===== config.mk =====
export PLATFORM = sky130hd
export DESIGN_NAME = udma_hyperbus_trans_splitter
export DESIGN_NICKNAME = d
export VERILOG_FILES = /design/src/rtl/udma_hyperbus_trans_splitter.sv
export SDC_FILE = /design/constraint.sdc
export NUM_CORES = 1
export LEC_CHECK = 0
export BUFFER_PORTS_ARGS = -buffer_cell sky130_fd_sc_hd__buf_2
export CAP_MARGIN = 20
export CORE_MARGIN = 5
export CORE_UTILIZATION = 25
export CTS_CLUSTER_SIZE = 8
export DETAILED_ROUTE_END_ITERATION = 8
export GPL_TIMING_DRIVEN = 0
export MAX_ROUTING_LAYER = met4
export SLEW_MARGIN = 20
export SYNTH_ARGS = -nofsm -noshare
export SYNTH_HDL_FRONTEND = slang
export SYNTH_SLANG_ARGS = --single-unit

===== constraint.sdc =====
create_clock -name clk_phy_i -period 13.5 [get_ports clk_phy_i]
set_input_delay 1.35 -clock clk_phy_i [delete_from_list [all_inputs] [get_ports clk_phy_i]]
set_output_delay 1.35 -clock clk_phy_i [all_outputs]
set_load 0.02 [all_outputs]

===== src/rtl/udma_hyperbus_trans_splitter.sv =====
`default_nettype none
// ============================================================================
// Module   : udma_hyperbus_trans_splitter
// Purpose  : Sits in the PHY clock domain between the udma_hyperbus
//            controller trans_* outputs and the udma_hyperbus_phy trans_*
//            inputs. Splits one linear memory burst into consecutive chunks
//            that never cross a programmable 2^N-byte boundary, which bounds
//            CS-low time and keeps every PHY access inside one device page.
//            Wrapped bursts, register-space accesses and N=0 pass through as
//            a single chunk.
// Ports    : clk_phy_i / phy_rst_i     clock, synchronous active-high reset
//            cfg_chunk_log2_i          boundary exponent N (0 = off),
//                                      clamped to TRANS_SIZE-1
//            trans_*_i / trans_ready_o upstream request (valid/ready)
//            trans_*_o / trans_ready_i downstream chunk (valid/ready)
//            trans_last_o              final chunk of the request
//            trans_done_o              1-cycle pulse when the request retires
// Options  : HYPER_SPLIT_STATS_EN adds stat_chunks_o / stat_split_o,
//            saturating 16-bit counters cleared by phy_rst_i.
// Revision : 1.0 - initial release
// ============================================================================
module udma_hyperbus_trans_splitter #(
  parameter int NR_CS      = 2,
  parameter int TRANS_SIZE = 16
) (
  input  logic                  clk_phy_i,
  input  logic                  phy_rst_i,
  input  logic [4:0]            cfg_chunk_log2_i,
  input  logic                  trans_valid_i,
  output logic                  trans_ready_o,
  input  logic [31:0]           trans_address_i,
  input  logic [NR_CS-1:0]      trans_cs_i,
  input  logic                  trans_write_i,
  input  logic [TRANS_SIZE-1:0] trans_burst_i,
  input  logic                  trans_burst_type_i,
  input  logic                  trans_address_space_i,
  output logic                  trans_valid_o,
  input  logic                  trans_ready_i,
  output logic [31:0]           trans_address_o,
  output logic [NR_CS-1:0]      trans_cs_o,
  output logic                  trans_write_o,
  output logic [TRANS_SIZE-1:0] trans_burst_o,
  output logic                  trans_burst_type_o,
  output logic                  trans_address_space_o,
  output logic                  trans_last_o,
`ifdef HYPER_SPLIT_STATS_EN
  output logic [15:0]           stat_chunks_o,
  output logic [15:0]           stat_split_o,
`endif
  output logic                  trans_done_o
);

  localparam logic [4:0] C_MAX_LOG2 = 5'(TRANS_SIZE - 1);

  typedef enum logic [1:0] {
    S_IDLE  = 2'd0,
    S_CALC  = 2'd1,
    S_ISSUE = 2'd2
  } state_t;

  state_t r_state, w_state_next;

  // Latched request context
  logic [31:0]           r_addr;
  logic [TRANS_SIZE-1:0] r_rem;
  logic [NR_CS-1:0]      r_cs;
  logic                  r_write;
  logic                  r_type;
  logic                  r_space;
  logic [4:0]            r_log2;

  // Registered chunk presented downstream
  logic [31:0]           r_out_addr;
  logic [TRANS_SIZE-1:0] r_out_burst;
  logic [NR_CS-1:0]      r_out_cs;
  logic                  r_out_write;
  logic                  r_out_type;
  logic                  r_out_space;
  logic                  r_out_last;
  logic                  r_done;

  logic                  w_in_fire;
  logic                  w_out_fire;
  logic [4:0]            w_log2_clamped;
  logic                  w_no_split;
  logic [TRANS_SIZE-1:0] w_span;
  logic [TRANS_SIZE-1:0] w_bound;
  logic [TRANS_SIZE-1:0] w_chunk;

  assign w_in_fire  = trans_valid_i & (r_state == S_IDLE);
  assign w_out_fire = (r_state == S_ISSUE) & trans_ready_i;

  assign w_log2_clamped = (cfg_chunk_log2_i > C_MAX_LOG2) ? C_MAX_LOG2 : cfg_chunk_log2_i;

  // N is clamped below TRANS_SIZE, so 2^N and the distance to the next
  // boundary always fit in TRANS_SIZE bits; only the low address bits matter.
  assign w_no_split = (r_log2 == 5'd0) | ~r_type | r_space;
  assign w_span     = TRANS_SIZE'(1) << r_log2;
  assign w_bound    = w_span - (r_addr[TRANS_SIZE-1:0] & (w_span - TRANS_SIZE'(1)));
  assign w_chunk    = (w_no_split || (r_rem <= w_bound)) ? r_rem : w_bound;

  // ---------------------------------------------------------------- FSM
  always_ff @(posedge clk_phy_i) begin
    if (phy_rst_i) r_state <= S_IDLE;
    else           r_state <= w_state_next;
  end

  always_comb begin
    w_state_next = r_state;
    case (r_state)
      S_IDLE: begin
        // A zero-length request retires from IDLE without touching the PHY
        if (w_in_fire && (trans_burst_i != '0)) w_state_next = S_CALC;
      end
      S_CALC:  w_state_next = S_ISSUE;
      S_ISSUE: begin
        if (trans_ready_i) w_state_next = r_out_last ? S_IDLE : S_CALC;
      end
      default: w_state_next = S_IDLE;
    endcase
  end

  // ----------------------------------------------------------- datapath
  always_ff @(posedge clk_phy_i) begin
    if (phy_rst_i) begin
      r_addr      <= '0;
      r_rem       <= '0;
      r_cs        <= '0;
      r_write     <= 1'b0;
      r_type      <= 1'b0;
      r_space     <= 1'b0;
      r_log2      <= '0;
      r_out_addr  <= '0;
      r_out_burst <= '0;
      r_out_cs    <= '0;
      r_out_write <= 1'b0;
      r_out_type  <= 1'b0;
      r_out_space <= 1'b0;
      r_out_last  <= 1'b0;
      r_done      <= 1'b0;
    end else begin
      r_done <= 1'b0;
      if (w_in_fire) begin
        r_addr  <= trans_address_i;
        r_rem   <= trans_burst_i;
        r_cs    <= trans_cs_i;
        r_write <= trans_write_i;
        r_type  <= trans_burst_type_i;
        r_space <= trans_address_space_i;
        r_log2  <= w_log2_clamped;
        if (trans_burst_i == '0) r_done <= 1'b1;
      end
      if (r_state == S_CALC) begin
        r_out_addr  <= r_addr;
        r_out_burst <= w_chunk;
        r_out_cs    <= r_cs;
        r_out_write <= r_write;
        r_out_type  <= r_type;
        r_out_space <= r_space;
        r_out_last  <= (w_chunk == r_rem);
      end
      if (w_out_fire) begin
        // Address advance wraps modulo 2^32 by construction
        r_addr <= r_addr + {{(32-TRANS_SIZE){1'b0}}, r_out_burst};
        r_rem  <= r_rem - r_out_burst;
        if (r_out_last) r_done <= 1'b1;
      end
    end
  end

`ifdef HYPER_SPLIT_STATS_EN
  logic [15:0] r_stat_chunks;
  logic [15:0] r_stat_split;
  logic        r_first_chunk;

  // A request is counted as split when its first chunk is not also its last
  always_ff @(posedge clk_phy_i) begin
    if (phy_rst_i) begin
      r_stat_chunks <= '0;
      r_stat_split  <= '0;
      r_first_chunk <= 1'b0;
    end else begin
      if (w_in_fire) r_first_chunk <= 1'b1;
      if (w_out_fire) begin
        r_first_chunk <= 1'b0;
        if (r_stat_chunks != 16'hFFFF) r_stat_chunks <= r_stat_chunks + 16'd1;
        if (r_first_chunk && !r_out_last && (r_stat_split != 16'hFFFF))
          r_stat_split <= r_stat_split + 16'd1;
      end
    end
  end

  assign stat_chunks_o = r_stat_chunks;
  assign stat_split_o  = r_stat_split;
`else
  // Statistics counters are not built in this configuration
`endif

  // ------------------------------------------------------------ outputs
  assign trans_ready_o         = (r_state == S_IDLE);
  assign trans_valid_o         = (r_state == S_ISSUE);
  assign trans_last_o          = (r_state == S_ISSUE) & r_out_last;
  assign trans_address_o       = r_out_addr;
  assign trans_cs_o            = r_out_cs;
  assign trans_write_o         = r_out_write;
  assign trans_burst_o         = r_out_burst;
  assign trans_burst_type_o    = r_out_type;
  assign trans_address_space_o = r_out_space;
  assign trans_done_o          = r_done;

endmodule
`default_nettype wire

==> reports/results.tsv <==
metric	value	unit
RePlAce Congestion	0.9401	
first-pass GRT wire length	48240	um
non-filler cells, final	1615	
Worst Tran Pin Value	0.9590	ns
hpwl dp	24980	um
total track usage	18.01	%
die width	188.7	um
leakage	3.954	nW
Logic pwr share	30.8	%
Clock Latency Late Sink	0.43	ns
CTS Buf Count	17	
cts hold-fix bufs	0	
ANT nets after route	0	
Wirelength per Cell	19.85	um
Initial Util	25.29	%
Clk pwr share	37.7	%
Hold Crit Start	r_cs[0]$_SDFFE_PP0P_	
CP endpoint kind	flip-flop	
Synth area leaders	dfxtp_1 29%, nand2_1 8.7%, ha_1 8.2%, a21oi_1 6.9%, nor2_1 4.2%	
FP Rows	65	
max-cap viol count	0	
CTS Root Cell	clkbuf_16	
Switch Pwr	449.6	uW
CTS tree	built	
CP required	13.77	ns
worst hold slack	0.4515	ns
Cell Area, Placed	9069	um2
hold endpoint	trans_cs_o[0]$_SDFFE_PP0N_	
initial antenna violation count	0	
share of cells above drive strength 1	14.76	%
Power, Total	1.233	mW
Post-Syn Area	7980	um2
fmax	156.0	MHz
sequential element share of the synthesized area	28.85	%
Crit Path Max Fanout	10	
HP Class	flip-flop to flip-flop	
cells on worst reg2reg path	24	
Iteration-0 DRC Markers	704	
DRT Pass-1 Iters	6	
most common cell after layout, fill and taps aside	nand2_1	
Post-Route Setup TNS	0	ns
number of I/O port buffers	117	
Max VDD drop	0.08674	mV
Final Hold Fails	0	
Setup Viol. Count Final	0	
critical path class	flip-flop to flip-flop	
outcome	completed	
vias per inst	5.263	
Avg Inst Size Synth	7.500	um2
Post-route DRC	0	
Sinks on Clock Net	115	
Async S/R FF share, synth	0	%
Yosys Warn Count	0	
PwrDens	127.6	nW/um2
FF-to-FF End	trans_burst_o[8]$_SDFFE_PP0N_	
Layout fillers	3444	
cell area after layout	9662	um2
Detailed Route WL	32050	um
Internal Pwr Total	783.6	uW
Reg clk slew, reported paths	0.06	ns
Hold Crit Depth	2	
fin crit share	47.49	%
number of global-route vias before repair	8162	
Post-synth EDFFs	0	
clock skew	0.009332	ns
Yosys top cell by area	dfxtp_1	
Period minus WS final	6.411	ns
crit path DAT	6.69	ns
synth unique cells	77	
fin. max-slew vios	0	
die area	35590	um2
total gr overflow	0	
antenna cell count	0	
flop2flop setup slack	7.09	ns
post-CTS sizing	0	
sw frac	36.46	%
RSZ-0062 raised after global routing	false	
io pins	119	
largest net degree at the start of global routing	17	
core area	31560	um2
# H-tree levels	4	
critical path startpoint category	flip-flop	
Primary FF master, synth	dfxtp_1	
Clock Tree Buf Depth	2	
r2r startpoint	r_log2[0]$_SDFFE_PP0P_	
area share of the largest cell type after synthesis	28.85	%
die height	188.7	um
cells after synthesis	1064	
Area Overhead vs Synth	21.07	%
vias	8499	
#FFs+latches synth	115	
commonest non-fill, non-tap cells in the layout	186 x nand2_1, 126 x buf_2, 115 x dfxtp_1	
Placed Instances	1583	
Seq pwr share	31.5	%
nets@finish	1316	
Max-slew headroom	36.07	%
Synthesized Nets	1180	
postcts setup bufs	0	
## worst max-delay path, stage by stage (launching register included)
cell,delay [ns]
dfxtp_1,0.29
buf_2,0.16
nor3_1,0.55
nand2_1,0.24
ha_1,0.29
clkbuf_1,0.25
clkbuf_1,0.34
nor3_1,0.21
a21oi_1,0.05
o21ai_0,0.17
nand2_1,0.08
ha_1,0.34
and2_1,0.16
o21ai_0,0.14
o311ai_0,0.17
a211oi_1,0.63
ha_1,0.25
nand4_1,0.15
or3_1,0.46
o221ai_1,0.27
o2111ai_1,0.21
clkbuf_1,0.34
and2_1,0.27
o21ai_0,0.14
a21oi_1,0.10
## sequential cells by signal, indices dropped and copies added, names as in the netlist
name,flops
r_addr,32
trans_address_o,32
r_rem,16
trans_burst_o,16
r_log2,5
r_cs,2
r_state,2
trans_cs_o,2
r_out_last,1
r_space,1
r_type,1
r_write,1
trans_address_space_o,1
trans_burst_type_o,1
trans_done_o,1
trans_write_o,1
## layout make-up
class / count / area (um2) / area share (%)
tap: 402 / 503.0 / 5.206
inverter: 41 / 153.9 / 1.593
buffer: 64 / 281.5 / 2.914
clock inverter: 14 / 153.9 / 1.593
multi-input combinational: 844 / 5243 / 54.26
sequential: 115 / 2302 / 23.83
timing repair buffer: 117 / 585.6 / 6.061
clock buffer: 18 / 439.2 / 4.545
## how the worst max path moves through the flow
stage,cells after the start,endpoint,startpoint,slack (ns)
after floorplan,24,trans_burst_o[3]$_SDFFE_PP0N_,r_log2[0]$_SDFFE_PP0P_,8.69
after global placement,22,trans_burst_o[3]$_SDFFE_PP0N_,r_log2[0]$_SDFFE_PP0P_,7.23
after detailed placement,24,trans_burst_o[3]$_SDFFE_PP0N_,r_log2[0]$_SDFFE_PP0P_,7.22
after CTS,22,trans_burst_o[3]$_SDFFE_PP0N_,r_log2[0]$_SDFFE_PP0P_,7.17
after global routing,24,trans_burst_o[4]$_SDFFE_PP0N_,r_log2[0]$_SDFFE_PP0P_,6.58
final,24,trans_burst_o[8]$_SDFFE_PP0N_,r_log2[0]$_SDFFE_PP0P_,7.09
## stage by stage
| step | setup WS, ns | util (%) |
|---|---|---|
| 2_1_floorplan | 8.690 | - |
| 3_3_place_gp | 7.229 | 28.74 |
| 3_5_place_dp | 7.217 | 28.74 |
| 4_1_cts | 7.174 | 30.62 |
| 5_1_grt | 6.579 | 30.62 |
| 6_report | 7.089 | 30.62 |
## power groups by stage
stage | logic [mW] | registers [mW] | clock network [mW]
floorplan | 0.262 | 0.390 | 0
global placement | 0.372 | 0.395 | 0
detailed placement | 0.374 | 0.395 | 0
CTS | 0.377 | 0.387 | 0.469
global route | 0.419 | 0.390 | 0.484
finish | 0.380 | 0.388 | 0.465
## metal layers
metal	track usage [%]	vias up	share of wire (%)
met4	7.007	0	4.1
met1	21.65	4016	41
li1	-	4091	-
met5	-	-	0
met2	30.24	325	48
met3	3.020	67	6.6
## cell usage after synthesis (all sizes together), types with 11 or more instances
master  count
nand3      21
nand2     186
nor3       35
nand2b     13
a311oi     13
o211ai     12
ha         52
a31oi      13
o21ai      36
nor2b      15
buf        22
xnor2      29
nor2       90
clkbuf     42
a21oi     110
inv        41
a21o       15
dfxtp     115
mux2i      11
a22oi      17
xor2       20
nor4       11
or3        11
and3       11
a211oi     17
## cell families (layout without fill, tap and decap cells)
kind of cell | after synthesis | count (layout) | synth area share (%)
buffers and inverters | 105 | 254 | 5.456
AND/OR/NAND/NOR | 432 | 432 | 25.09
AO/OA/AOI/OAI | 294 | 294 | 24.21
flip-flops | 115 | 115 | 28.85
multiplexers | 12 | 12 | 1.521
XOR/XNOR | 52 | 52 | 6.224
adder cells (fa/ha/maj) | 54 | 54 | 8.655
No activity file was read; power rests on OpenSTA's default activity.
